## config.mk

```make
export PLATFORM = sky130hd
export DESIGN_NAME = acumulador_alu_seq
export DESIGN_NICKNAME = d
export VERILOG_FILES = /design/src/rtl/acumulador_alu_seq.sv
export SDC_FILE = /design/constraint.sdc
export NUM_CORES = 1
export LEC_CHECK = 0
export CAP_MARGIN = 10
export CELL_PAD_IN_SITES_DETAIL_PLACEMENT = 1
export CELL_PAD_IN_SITES_GLOBAL_PLACEMENT = 1
export CORE_UTILIZATION = 41
export DETAILED_ROUTE_END_ITERATION = 16
export GPL_TIMING_DRIVEN = 0
export PLACE_DENSITY = 0.89
export SYNTH_ARGS = -nofsm -noshare
export SYNTH_HDL_FRONTEND = slang
export SYNTH_SLANG_ARGS = --single-unit
```

## constraint.sdc

```tcl
create_clock -name clk -period 2.62 [get_ports clk]
set_input_delay 0.393 -clock clk [delete_from_list [all_inputs] [get_ports clk]]
set_output_delay 0.393 -clock clk [all_outputs]
set_load 0.05 [all_outputs]
```

## src/rtl/acumulador_alu_seq.sv

```systemverilog
`default_nettype none
// ============================================================================
// acumulador_alu_seq : registered accumulator ALU with a valid/ready command
//   handshake and bit-serial shifts. Define ACUM_SATURATE_EN to clamp add/sub.
// Revision: 1.0
// ============================================================================
module acumulador_alu_seq #(
    parameter int WIDTH   = 4,
    parameter int SHAMT_W = 3
) (
    input  logic                    clk,
    input  logic                    rst_n,
    input  logic                    in_valid,
    output logic                    in_ready,
    input  logic [3:0]              op,
    input  logic signed [WIDTH-1:0] b,
    output logic signed [WIDTH-1:0] acc,
    output logic                    done,
    output logic                    zero,
    output logic                    neg,
    output logic                    carry,
    output logic                    ovf,
    output logic                    err
);

    typedef enum logic [0:0] {
        ST_IDLE  = 1'b0,
        ST_SHIFT = 1'b1
    } state_t;

    localparam logic [3:0] OP_ADD  = 4'd0;
    localparam logic [3:0] OP_SUB  = 4'd1;
    localparam logic [3:0] OP_AND  = 4'd2;
    localparam logic [3:0] OP_OR   = 4'd3;
    localparam logic [3:0] OP_XOR  = 4'd4;
    localparam logic [3:0] OP_NOT  = 4'd5;
    localparam logic [3:0] OP_SHL  = 4'd6;
    localparam logic [3:0] OP_ASR  = 4'd7;
    localparam logic [3:0] OP_LOAD = 4'd8;
    localparam logic [3:0] OP_CLR  = 4'd9;

`ifdef ACUM_SATURATE_EN
    localparam logic SAT_EN = 1'b1;
`else
    localparam logic SAT_EN = 1'b0;
`endif

    state_t             state_q, state_d;
    logic [WIDTH-1:0]   acc_q, acc_d;
    logic [SHAMT_W-1:0] cnt_q, cnt_d;
    logic               dir_q, dir_d;
    logic               done_q, done_d;
    logic               zero_q, zero_d;
    logic               neg_q, neg_d;
    logic               carry_q, carry_d;
    logic               ovf_q, ovf_d;
    logic               err_q, err_d;

    logic [WIDTH:0]     w_sum;
    logic [WIDTH:0]     w_dif;
    logic               w_add_ovf;
    logic               w_sub_ovf;
    logic [WIDTH-1:0]   w_sat;
    logic [WIDTH-1:0]   w_shifted;
    logic [WIDTH-1:0]   w_res;
    logic [SHAMT_W-1:0] w_shamt;

    assign w_shamt   = b[SHAMT_W-1:0];
    assign w_sum     = {1'b0, acc_q} + {1'b0, b};
    assign w_dif     = {1'b0, acc_q} - {1'b0, b};
    assign w_add_ovf = (acc_q[WIDTH-1] == b[WIDTH-1]) && (w_sum[WIDTH-1] != acc_q[WIDTH-1]);
    assign w_sub_ovf = (acc_q[WIDTH-1] != b[WIDTH-1]) && (w_dif[WIDTH-1] != acc_q[WIDTH-1]);
    // On overflow the true result lies beyond the range on the side of acc's sign.
    assign w_sat     = acc_q[WIDTH-1] ? {1'b1, {(WIDTH-1){1'b0}}} : {1'b0, {(WIDTH-1){1'b1}}};
    assign w_shifted = dir_q ? {acc_q[WIDTH-1], acc_q[WIDTH-1:1]} : {acc_q[WIDTH-2:0], 1'b0};

    always_comb begin
        state_d = state_q;
        acc_d   = acc_q;
        cnt_d   = cnt_q;
        dir_d   = dir_q;
        done_d  = 1'b0;
        zero_d  = zero_q;
        neg_d   = neg_q;
        carry_d = carry_q;
        ovf_d   = ovf_q;
        err_d   = err_q;
        w_res   = acc_q;
        case (state_q)
            ST_IDLE: begin
                if (in_valid) begin
                    done_d  = 1'b1;
                    carry_d = 1'b0;
                    ovf_d   = 1'b0;
                    err_d   = 1'b0;
                    case (op)
                        OP_ADD: begin
                            w_res   = (SAT_EN && w_add_ovf) ? w_sat : w_sum[WIDTH-1:0];
                            carry_d = w_sum[WIDTH];
                            ovf_d   = w_add_ovf;
                        end
                        OP_SUB: begin
                            w_res   = (SAT_EN && w_sub_ovf) ? w_sat : w_dif[WIDTH-1:0];
                            carry_d = w_dif[WIDTH];
                            ovf_d   = w_sub_ovf;
                        end
                        OP_AND:  w_res = acc_q & b;
                        OP_OR:   w_res = acc_q | b;
                        OP_XOR:  w_res = acc_q ^ b;
                        OP_NOT:  w_res = ~acc_q;
                        OP_SHL, OP_ASR: begin
                            // Zero-length shifts retire immediately with acc unchanged.
                            if (w_shamt != '0) begin
                                state_d = ST_SHIFT;
                                cnt_d   = w_shamt;
                                dir_d   = op[0];
                                done_d  = 1'b0;
                                carry_d = carry_q;
                                ovf_d   = ovf_q;
                                err_d   = err_q;
                            end
                        end
                        OP_LOAD: w_res = b;
                        OP_CLR:  w_res = '0;
                        default: begin
                            err_d   = 1'b1;
                            carry_d = carry_q;
                            ovf_d   = ovf_q;
                        end
                    endcase
                    acc_d  = w_res;
                    zero_d = (w_res == '0);
                    neg_d  = w_res[WIDTH-1];
                end
            end
            ST_SHIFT: begin
                acc_d = w_shifted;
                cnt_d = cnt_q - SHAMT_W'(1);
                if (cnt_q == SHAMT_W'(1)) begin
                    state_d = ST_IDLE;
                    done_d  = 1'b1;
                    zero_d  = (w_shifted == '0);
                    neg_d   = w_shifted[WIDTH-1];
                    carry_d = 1'b0;
                    ovf_d   = 1'b0;
                    err_d   = 1'b0;
                end
            end
            default: state_d = ST_IDLE;
        endcase
    end

    always_ff @(posedge clk or negedge rst_n) begin
        if (!rst_n) begin
            state_q <= ST_IDLE;
            acc_q   <= '0;
            cnt_q   <= '0;
            dir_q   <= 1'b0;
            done_q  <= 1'b0;
            zero_q  <= 1'b1;
            neg_q   <= 1'b0;
            carry_q <= 1'b0;
            ovf_q   <= 1'b0;
            err_q   <= 1'b0;
        end else begin
            state_q <= state_d;
            acc_q   <= acc_d;
            cnt_q   <= cnt_d;
            dir_q   <= dir_d;
            done_q  <= done_d;
            zero_q  <= zero_d;
            neg_q   <= neg_d;
            carry_q <= carry_d;
            ovf_q   <= ovf_d;
            err_q   <= err_d;
        end
    end

    assign in_ready = (state_q == ST_IDLE);
    assign acc      = acc_q;
    assign done     = done_q;
    assign zero     = zero_q;
    assign neg      = neg_q;
    assign carry    = carry_q;
    assign ovf      = ovf_q;
    assign err      = err_q;

endmodule
`default_nettype wire
```

== Word-level counts from Yosys, hierarchy flattened ==
Index checks and enable logic that the tools add are counted.

* $add $sub $neg: 3
* Eq/ne operators: 20
* Muxes and demuxes: 37
* Bitwise logic cells: 5
* Reductions and logical operators: 14

{| class="wikitable"
|+ Operators with widths
! cell !! count
|-
| $pmux W4 S8 || 1
|-
| $mux W1 || 17
|-
| $eq A4 B3 Y1 const B || 4
|-
| $mux W4 || 4
|-
| $pmux W1 S2 || 8
|-
| $logic_not A4 Y1 || 3
|-
| $mux W3 || 3
|-
| $eq A4 B2 Y1 const B || 2
|-
| $eq A4 B4 Y1 const B || 2
|-
| $pmux W1 S4 || 2
|-
| $pmux W4 S2 || 1
|-
| $reduce_and A4 Y1 || 2
|-
| $reduce_or A8 Y1 || 1
|-
| $ne A2 B1 Y1 const B || 3
|-
| $pmux W3 S2 || 1
|-
| $reduce_and A3 Y1 || 2
|-
| $reduce_or A6 Y1 || 1
|-
| $add A4 B4 Y5 || 1
|-
| $ne A5 B2 Y1 const B || 1
|-
| $sub A4 B4 Y5 || 1
|-
| $and A4 B4 Y4 || 1
|-
| $eq A4 B1 Y1 const B || 1
|-
| $not A4 Y4 || 1
|-
| $or A4 B4 Y4 || 1
|-
| 12 further kinds || 15
|}

* Register bits: 15
* Output and inout port bits: 11

== Depth between registers and ports, before layout ==
Gate-level depths: netlist of run 1.

* Depth after elaboration: 7
* Depth in mapped cells: 8

== Worst setup path before layout of run 1 ==
No wires, ideal clock.

* Kind: reg-to-reg
* Start point: reg acc_q[1], in the netlist acc[1]
* End point: reg acc_q[3], in the netlist acc[3]
* Arrival time: 2.253 ns
* Required time: 2.476 ns
* Path slack: 0.223 ns
* Cell stages (with the launch flop): 8
* Path buffers: 0
* Clock period less this slack: 2.397 ns
* Cell sequence: dfrtp_1 -> inv_1 -> ha_1 -> a21o_1 -> a21oi_1 -> mux2i_1 -> o41ai_2 -> o32ai_1

* Longest elaborated chain between the ends: 6
* Elaborated cells between the ends (all ways): 7
* Those cells by class: 2 x add/sub; 5 x mux

{| class="wikitable"
|+ Ends and longest elaborated chain
! item !! RTL line !! RTL
|-
| start: declaration || 49 || <nowiki>logic [WIDTH-1:0] acc_q, acc_d;</nowiki>
|-
| start signal: assignment || 156 || <nowiki>acc_q <= '0;</nowiki>
|-
| start signal: assignment || 167 || <nowiki>acc_q <= acc_d;</nowiki>
|-
| $sub A4 B4 Y5 / $add A4 B4 Y5 (equally long branches) || 70, 69 ||
|-
| $pmux W4 S8 * || 96 || <nowiki>case (op)</nowiki>
|-
| $mux W4 * || 91 || <nowiki>if (in_valid) begin</nowiki>
|-
| $mux W4 * || 89 || <nowiki>case (state_q)</nowiki>
|-
| $mux W4 * || 91 ||
|-
| $pmux W4 S2 * || 89 ||
|}

Mark *: on every way between the ends. The rest lies on a longest branch, timed or not. The select of a mux whose other input is x is not followed.
A chain may end at the register's enable or synchronous reset.

== Worst setup path after layout of run 1 ==
* Start point: in b[2]
* End point: reg neg_q, in the netlist neg

* Longest elaborated chain between the ends: 6
* Elaborated cells between the ends (all ways): 7
* Those cells by class: 2 x add/sub; 5 x mux

{| class="wikitable"
|+ Ends and longest elaborated chain
! item !! RTL line !! RTL
|-
| start: declaration || 16 || <nowiki>input logic signed [WIDTH-1:0] b,</nowiki>
|-
| $sub A4 B4 Y5 / $add A4 B4 Y5 (equally long branches) || 70, 69 ||
|-
| $pmux W4 S8 * || 96 ||
|-
| $mux W4 * || 91 ||
|-
| $mux W4 * || 89 ||
|-
| $mux W1 * || 91 ||
|-
| $pmux W1 S2 * || 89 ||
|-
| end signal: assignment || 172 || <nowiki>neg_q <= neg_d;</nowiki>
|-
| end: declaration || 54 || <nowiki>logic neg_q, neg_d;</nowiki>
|}

Marks and branches as above.

==> impl_metrics.ini, run 1 <==
[status]
status = completed

[synthesis]
seq_area_frac_synth = 0.236
synth_top_area_share = 0.220
async_flop_share = 1.00
synth_cells = 186
yosys-top-cells-count = inv_1 (17), nand2_1 (17), dfrtp_1 (14), ha_1 (14), nor2_1 (13)
syn_nets = 213
ys_ff_latch = 15
ys.flop_type = dfrtp_1
synth_edf_count = 0
synth_area_leaders = dfrtp_1 (22%), ha_1 (11%), mux2i_1 (4.4%)
ys_types = 58
syn-cell-area_mm2 = 0.00160
synth_warnings = 0
yosysTopAreaCell = dfrtp_1
syn_avg_cell_area_um2 = 8.58

[critical_path]
slowest_delay_ns = 0.58
critical_path_required_ns = 2.78
r2r_end = neg$_DFFE_PN0P_
ff2ff_setup_slack_ns = 0.20
cp_slowest_cell = clkdlybuf4s50_1
r2r_start = acc[3]$_DFFE_PN0P_
reg2regPathDepth = 6
cp_cell_sequence = clkdlybuf4s50_1, inv_1, ha_1, buf_6, nor3_2, or4_4, a21oi_2, o41ai_4, o31ai_2
cp-end-kind = flop
cp.arrival_ns = 2.73
cp_max_fo = 8
crit_start = b[2]
critical_path_buf_inv_count = 3
path_delay_family = buffers and inverters
crit_path_start_kind = primary input
path_class = in2reg

[pwr]
irDropWorstVdd_mv = 0.604
powerDensity_mw_per_mm2 = 1080
internal-power_uw = 987
seqPwrFrac = 0.238
power_mw = 2.09
switchingPower_mw = 1.10
pwr-share-comb = 0.668
p_clk_frac = 0.094
power.leakage_nw = 0.863
p_sw_frac = 0.527

[cells_and_area]
nFillCells = 444
fin_nets = 239
syn_to_final_growth_pct = 21.4
drive_above_1_share = 0.114
diodes = 0
post-route-util = 0.525

[sta]
slew_headroom = 0.548
fmax_mhz = 389
skew_ns = 0.00600
rsz0062_at_grt = false
final.setup.tns_ns = 0
fin_crit_sh = 0.982
worstMarginPinSlew_ns = 0.676
slew_violations = 0
hold_viol = 0
min_period_ns = 2.57
finalSetupViolations = 0

[grt]
grt_pass1_wl_mm = 7.81
grt_max_degree = 16
overflow = 0
grt_pass1_vias = 1526
antenna_found_initial = 0
grt.total_usage = 0.250

[clock_tree]
clock-root-buffer = clkbuf_8
h-tree-depth = 1
cts_tree = done
clock_sinks = 15
worstSkewPairLatency_ns = 0.25
post-cts-setup-buffers = 0
clockBufferDepth = 2
cts_buffers = 3
path_clk_slew_ns = 0.07

[die]
dieWidth_um = 64.4
num_rows = 22
start_util = 0.432
die-area_mm2 = 0.00414
die-height_um = 64.4
ios = 22
coreArea_mm2 = 0.00369

[routing]
drt_pass1_iterations = 4
avgViaCountPerCell = 5.98
route.detailed.drc = 0
wl_mm = 4.89
drtAntennaViolNets = 0
vias = 1548
drt_iter0_markers = 60
routedWlPerCell_um = 18.9

[worst_hold_path]
min_to = neg$_DFFE_PN0P_
hold_start = neg$_DFFE_PN0P_
hold_path_depth = 2
hold_path.class = reg2reg

[place]
portBuffers = 21
routabilityCongestion = 0.884
dpl.hpwl_mm = 3.60

[flow_run]
max-cap-violations = 0
## metrics by stage
step	setup slack [ns]	cell area [µm²]	hold WS (ns)	instances
2_1_floorplan	0.223	1600	0.0974	186
3_3_place_gp	-0.442	1870	0.477	255
3_5_place_dp	-0.496	1870	0.515	255
4_1_cts	0.0000573	1920	0.547	259
5_1_grt	0.00646	1940	0.548	259
6_report	0.0470	1940	0.532	259
## worst reg2reg max path, delay by kind of cell (launching register included)
family          cells  cell delay, ns
compound gates      3            0.60
flops               1            0.58
simple gates        1            0.57
fa+ha+maj           1            0.41
buf+inv             1            0.17
## sequential cells by signal, indices dropped and copies added, names as in the netlist
register / flops
zero: 1
err: 1
neg: 1
ovf: 1
dir_q: 1
state_q: 1
acc: 4
done: 1
carry: 1
cnt_q: 3
## worst max-delay path by stage
stage / cells past startpoint / to / slack (ns)
6_report: 9 / neg$_DFFE_PN0P_ / 0.05
4_1_cts: 9 / neg$_DFFE_PN0P_ / 0.00006
3_5_place_dp: 8 / acc[3]$_DFFE_PN0P_ / -0.50
3_3_place_gp: 8 / acc[3]$_DFFE_PN0P_ / -0.44
2_1_floorplan: 7 / acc[3]$_DFFE_PN0P_ / 0.22
5_1_grt: 9 / neg$_DFFE_PN0P_ / 0.006
## cells by family after synthesis
group,synth area share
adder cells (fa/ha/maj),0.135
XOR/XNOR,0.0275
flip-flops,0.236
multiplexers,0.0510
AND/OR/NAND/NOR,0.174
buffers and inverters,0.0863
AO/OA/AOI/OAI,0.290
## power by group through the flow
stage               combinational, mW  clock [mW]  sequential [mW]
floorplan                       0.747           0            0.681
global placement                 1.30           0            0.482
detailed placement               1.35           0            0.491
CTS                              1.38       0.197            0.491
global route                     1.50       0.209            0.510
finish                           1.40       0.196            0.497
## routing by layer
| layer | global-route usage | wire length [µm] |
|---|---|---|
| met5 | 0 | 0 |
| met4 | 0.0278 | 21 |
| met3 | 0.0429 | 215 |
| met2 | 0.418 | 2350 |
| met1 | 0.344 | 2300 |
## final cells by class
cell class                 instances  area (µm²)  share of cell area
buffer                            10        73.8              0.0381
clock buffer                       3        41.3              0.0213
clock inverter                     1        7.51             0.00388
inverter                          17        63.8              0.0329
multi-input combinational        144        1100               0.568
sequential                        15         378               0.195
tap                               48        60.1              0.0310
timing repair buffer              21         211               0.109
## layout by cell type, fill, tap and decap left out, types with 5 or more instances in the layout
master	instances
nand2_1	17
nor2_1	13
dfrtp_1	13
o21ai_1	6
a21oi_1	10
nor2b_1	5
ha_1	14
inv_1	17
clkdlybuf4s50_1	19
o21ai_0	5
mux2i_1	7
## timing repair
action	4_1_cts	5_1_grt
resized for setup	2	4
endpoints found under the setup margin	3	4
hold buffers	0	0
endpoints found under the hold margin	0	0
(Power assumes the default switching activity.)
==> inputs of run 2 (changes only) <==
--- a/config.mk
+++ b/config.mk
@@ -5,10 +5,11 @@
 export SDC_FILE = /design/constraint.sdc
 export NUM_CORES = 1
 export LEC_CHECK = 0
+export ABC_AREA = 1
 export CAP_MARGIN = 10
 export CELL_PAD_IN_SITES_DETAIL_PLACEMENT = 1
 export CELL_PAD_IN_SITES_GLOBAL_PLACEMENT = 1
-export CORE_UTILIZATION = 41
+export CORE_UTILIZATION = 38
 export DETAILED_ROUTE_END_ITERATION = 16
 export GPL_TIMING_DRIVEN = 0
 export PLACE_DENSITY = 0.89
==> constraint.sdc (replaced) <==
create_clock -name clk -period 2.62 [get_ports clk]
set_input_delay 0.262 -clock clk [delete_from_list [all_inputs] [get_ports clk]]
set_output_delay 0.262 -clock clk [all_outputs]
set_load 0.05 [all_outputs]
==> run 2 against run 1 <==
  * Synthesized area down 4.9%
  * Sequential power down 8.5%
  * Core utilization down 3.5 points
  * Sequential share of layout area up 1.0 points
  * Clock skew down 0.0053 ns
  * Worst hold slack worse by 0.11 ns
  * Global-route usage down 2.2 points
  * Critical path depth up 4
  * Cell area down 5.4%
  * Cell count up 19%
  * Critical endpoint unchanged
  * Maximum frequency up 13%
==> impl_metrics.ini, run 2 <==
[status]
status = completed

[routing]
wl_mm = 4.41
routedWlPerCell_um = 14.4
drtAntennaViolNets = 0
route.detailed.drc = 0
drt_iter0_markers = 77
avgViaCountPerCell = 5.10
drt_pass1_iterations = 4
vias = 1566

[grt]
antenna_found_initial = 0
grt.total_usage = 0.228
overflow = 0
grt_pass1_wl_mm = 7.43
grt_max_degree = 16
grt_pass1_vias = 1581

[sta]
fin_crit_sh = 0.866
hold_viol = 0
fin_hold_ws_ns = 0.424
slew_violations = 0
finalSetupViolations = 0
skew_ns = 0.000739
rsz0062_at_grt = false
fin_ws_ns = 0.352
fmax_mhz = 441
worstMarginPinSlew_ns = 0.677
final.setup.tns_ns = 0
slew_headroom = 0.547
min_period_ns = 2.27

[cells_and_area]
diodes = 0
final_cells = 307
fin_area_mm2 = 0.00183
fin_nets = 287
syn_to_final_growth_pct = 20.8
layout_common_cells = nand2_1 (65), nor2_1 (35), inv_1 (34), nand3_1 (29), clkdlybuf4s50_1 (21)
drive_above_1_share = 0.0618
nFillCells = 527
layout_commonest_cell = nand2_1
largest_reg_flops = 4

[clock_tree]
path_clk_slew_ns = 0.06
clock_sinks = 15
cts_buffers = 3
cts-resized-gates = 0
worstSkewPairLatency_ns = 0.25
post-cts-setup-buffers = 0
h-tree-depth = 1
hold_buffers = 0
clock-root-buffer = clkbuf_8
clockBufferDepth = 2
cts_tree = done

[synthesis]
yosysTopAreaCell = dfrtp_1
seq_area_frac_synth = 0.248
synth_cells = 234
syn_avg_cell_area_um2 = 6.49
yosys-top-cells-count = nand2_1 (65), nor2_1 (35), inv_1 (34)
syn_nets = 261
synth_area_leaders = dfrtp_1 (23%), nand2_1 (16%), ha_1 (12%)
synth_edf_count = 0
async_flop_share = 1.00
ys_types = 30
syn-cell-area_mm2 = 0.00152
synth_warnings = 0
synth_top_area_share = 0.231
ys.flop_type = dfrtp_1
ys_ff_latch = 15
synth_most_common_cell = nand2_1

[pwr]
power.leakage_nw = 0.964
powerDensity_mw_per_mm2 = 1030
irDropWorstVdd_mv = 0.586

[die]
coreArea_mm2 = 0.00374
dieWidth_um = 65.2
ios = 22
die-area_mm2 = 0.00425
num_rows = 22
start_util = 0.405
die-height_um = 65.2

[critical_path]
cp.arrival_ns = 2.41
critical_path_required_ns = 2.76
crit_path_start_kind = primary input
cp_max_fo = 7
cp-end-kind = flop
path_class = in2reg

[worst_hold_path]
hold_path.class = in2async

[place]
routabilityCongestion = 0.860
portBuffers = 21
dpl_cell_area_mm2 = 0.00179
dpl.hpwl_mm = 3.57
place_inst = 303
place_ws_ns = 0.130

[flow_run]
max-cap-violations = 0
## run 2: cell types whose count changed after synthesis, moves of 4 or more
cell	previous run	this run
o31ai_1	5	0
nor2_1	13	35
nand2_1	17	65
mux2i_1	7	0
nor2b_1	5	0
o21ai_1	6	1
nor2_2	0	4
inv_1	17	34
a21oi_1	11	4
nand3_1	1	29
## run 2: cell families (layout without fill, tap and decap cells)
family                   count (synthesis)  count (layout)  share of synthesized area
AND/OR/NAND/NOR                        143             143                      0.404
XOR/XNOR                                 1               1                    0.00577
AO/OA/AOI/OAI                           21              21                     0.0932
adder cells (fa/ha/maj)                 16              16                      0.142
buffers and inverters                   37              62                     0.0973
flip-flops                              15              15                      0.248
multiplexers                             1               1                    0.00989
## run 2: worst max-delay path, cell delays in order
cell and delay [ns]:
clkdlybuf4s50_1 0.68, inv_1 0.12, ha_1 0.35, nor2_1 0.11
nand2_1 0.10, nand2_1 0.10, nand2_1 0.05, nand3_1 0.07
nand3_1 0.07, nor2_1 0.21, nand2_1 0.13, nand3_1 0.09
nand2_1 0.06
## run 2: stage by stage
| step | util | total power [mW] |
|---|---|---|
| floorplan | - | 1.32 |
| global placement | 0.478 | 1.65 |
| detailed placement | 0.478 | 1.70 |
| CTS | 0.490 | 1.90 |
| global route | 0.490 | 2.05 |
| finish | 0.490 | 1.89 |
## run 2: path summary, 6_finish.rpt
check,start,end,slack [ns],depth (start not counted)
worst max-delay path,b[1],neg$_DFFE_PN0P_,0.35,13
worst min-delay path,rst_n,done$_DFF_PN0_,0.42,1
worst max register to register,acc[1]$_DFFE_PN0P_,neg$_DFFE_PN0P_,0.44,12
worst min register to register,ovf$_DFFE_PN0P_,ovf$_DFFE_PN0P_,0.50,2
max in group asynchronous,rst_n,acc[0]$_DFFE_PN0P_,1.77,1
min in group clk,ovf$_DFFE_PN0P_,ovf$_DFFE_PN0P_,0.50,2
## run 2: metal layers
metal | wire (µm) | up-vias | global-route usage
met2 | 2100 | 31 | 0.381
li1 | - | 794 | -
met4 | 8 | 0 | 0.0435
met1 | 2150 | 739 | 0.308
met5 | 0 | - | 0
met3 | 151 | 2 | 0.0365
## run 2: layout make-up
class | instances | area (µm²) | share of cell area
Multi-Input combinational cell | 182 | 993 | 0.542
Buffer | 2 | 16.3 | 0.00887
Inverter | 35 | 131 | 0.0717
Timing Repair Buffer | 21 | 210 | 0.115
Tap cell | 48 | 60.1 | 0.0328
Sequential cell | 15 | 377 | 0.205
Clock buffer | 4 | 45.0 | 0.0246
## run 2: report_power, final
part | switching, mW | internal, mW
Sequential | 0.111 | 0.344
Combinational | 0.821 | 0.426
Clock | 0.0827 | 0.108
==> inputs of run 3 (changes only) <==
--- a/config.mk
+++ b/config.mk
@@ -9,10 +9,10 @@
 export CAP_MARGIN = 10
 export CELL_PAD_IN_SITES_DETAIL_PLACEMENT = 1
 export CELL_PAD_IN_SITES_GLOBAL_PLACEMENT = 1
-export CORE_UTILIZATION = 38
+export CORE_UTILIZATION = 34
 export DETAILED_ROUTE_END_ITERATION = 16
 export GPL_TIMING_DRIVEN = 0
-export PLACE_DENSITY = 0.89
+export PLACE_DENSITY = 0.85
 export SYNTH_ARGS = -nofsm -noshare
 export SYNTH_HDL_FRONTEND = slang
 export SYNTH_SLANG_ARGS = --single-unit
==> constraint.sdc (replaced) <==
create_clock -name clk -period 1.9 [get_ports clk]
set_input_delay 0.19 -clock clk [delete_from_list [all_inputs] [get_ports clk]]
set_output_delay 0.19 -clock clk [all_outputs]
set_load 0.05 [all_outputs]
==> run 3 against run 2 <==
  * The run now ends with setup timing left
  * Flip-flop and latch count is the same
  * Total power grew 50%
  * Wire length grew 4.8%
  * Largest cell class unchanged
  * Largest power group unchanged
  * Highest routed layer is now met3
==> impl_metrics.ini, run 3 (synthesis gave the netlist of run 2 again) <==
[critical_path]
r2r_start = acc[0]$_DFFE_PN0P_
cp-end-kind = flop
crit_path_start_kind = flop
crit_start = acc[0]$_DFFE_PN0P_
cp.arrival_ns = 2.09
cp_max_fo = 5
path_class = reg2reg
critical_path_required_ns = 2.08

[clock_tree]
path_clk_slew_ns = 0.06
clock-root-buffer = clkbuf_8
cts_buffers = 3
worstSkewPairLatency_ns = 0.25
h-tree-depth = 1
clockBufferDepth = 2
clock_sinks = 15
hold_buffers = 0
cts_tree = done

[grt]
antenna_found_initial = 0
grt_pass1_vias = 1520
overflow = 0
grt.total_usage = 0.212
grt_pass1_wl_mm = 7.30
grt_max_degree = 16

[sta]
skew_ns = 0.00144
finalSetupViolations = 1
rsz0062_at_grt = true
hold_viol = 0
final.setup.tns_ns = -0.00868
fmax_mhz = 524
slew_headroom = 0.543
slew_violations = 0
fin_crit_sh = 1.00
fin_ws_ns = -0.00868
min_period_ns = 1.91
worstMarginPinSlew_ns = 0.684

[pwr]
powerDensity_mw_per_mm2 = 1450
power.leakage_nw = 1.00
irDropWorstVdd_mv = 0.900

[routing]
routedWlPerCell_um = 14.7
vias = 1592
avgViaCountPerCell = 5.05
drt_pass1_iterations = 4
drtAntennaViolNets = 0
wl_mm = 4.62
drt_iter0_markers = 50
route.detailed.drc = 0

[die]
start_util = 0.366
ios = 22
die-height_um = 68.8
die-area_mm2 = 0.00473
coreArea_mm2 = 0.00414
dieWidth_um = 68.8
num_rows = 23

[cells_and_area]
regArea_um2 = 382
multi_input_area_mm2 = 0.00107
fin_nets = 293
nFillCells = 560
largest_reg_flops = 4
layout_commonest_cell = nand2_1
drive_above_1_share = 0.174
syn_to_final_growth_pct = 29.6
fin_area_mm2 = 0.00197
diodes = 0
layout_common_cells = nand2_1 (64), nor2_1 (33), inv_1 (29), nand3_1 (28), clkdlybuf4s50_1 (17)

[place]
dpl.hpwl_mm = 3.56
routabilityCongestion = 0.842
portBuffers = 21
dpl_cell_area_mm2 = 0.00182

[status]
violations = setup timing
status = complete, but fails checks

[flow_run]
max-cap-violations = 0

[worst_hold_path]
hold_path.class = in2async
==> run 3: cell count changes in the layout (fill, tap and decap cells not counted), moves of 3 or more <==
cell             before  now
buf_4                 0    6
ha_1                 14    9
inv_1                34   29
clkdlybuf4s50_1      21   17
dfrtp_1              14   10
dfrtp_2               0    4
ha_4                  0    3
inv_4                 0    3
==> run 3: layout make-up <==
| cell class | instances | share of cell area |
|---|---|---|
| multi-input combinational | 182 | 0.545 |
| timing repair buffer | 27 | 0.127 |
| clock buffer | 4 | 0.0229 |
| tap | 50 | 0.0318 |
| buffer | 2 | 0.00827 |
| inverter | 35 | 0.0706 |
| sequential | 15 | 0.194 |
==> run 3: final timing paths <==
path | endpoint | slack (ns) | depth (start not counted)
worst max-delay path | zero$_DFFE_PN1P_ | -0.009 | 11
worst min-delay path | done$_DFF_PN0_ | 0.36 | 1
worst max register to register | zero$_DFFE_PN1P_ | -0.009 | 11
worst min register to register | carry$_DFFE_PN0P_ | 0.49 | 2
max in group asynchronous | acc[0]$_DFFE_PN0P_ | 1.06 | 1
min in group clk | cnt_q[1]$_DFFE_PN0P_ | 0.38 | 3
==> run 3: routing by layer <==
metal  GRT usage  wire (µm)  share of wire  vias to the layer above
met1       0.284       2170           0.47                      753
met3      0.0395        164          0.036                        0
met2       0.371       2280           0.49                       32
li1            -          -              -                      807
met5           0          0              0                        -
met4     0.00765          0              0                        0
==> run 3: metrics by stage <==
step	hold slack, ns	power, mW	instances	setup slack (ns)	util
2_1_floorplan	-0.106	1.85	234	-0.0361	-
3_3_place_gp	0.466	2.32	305	-0.501	0.439
3_5_place_dp	0.473	2.37	305	-0.538	0.439
4_1_cts	0.378	2.73	311	-0.0120	0.458
5_1_grt	0.399	3.09	315	-0.137	0.475
6_report	0.361	2.84	315	-0.00868	0.475
==> run 3: timing repair <==
| action | in CTS | in global routing |
|---|---|---|
| gates resized for setup | 11 | 15 |
| buffers inserted | 2 | 4 |
| gates cloned | 0 | 0 |
| endpoints found under the setup margin | 6 | 4 |
| pin swaps | 0 | 5 |
==> run 3: worst max-delay path, stage by stage (launching register included) <==
cell	delay, ns
dfrtp_2	0.40
inv_4	0.06
ha_4	0.16
fa_2	0.51
inv_1	0.04
nand3_1	0.07
nand2_1	0.05
nor2_1	0.09
nand2_1	0.09
a21oi_2	0.13
nand3_1	0.10
a21oi_2	0.13
==> run 3: where the power goes <==
| group | switching [mW] | internal (mW) | total [mW] |
|---|---|---|---|
| registers | 0.144 | 0.483 | 0.627 |
| clock network | 0.108 | 0.148 | 0.256 |
| logic | 1.24 | 0.719 | 1.96 |
| total | 1.49 | 1.35 | 2.84 |
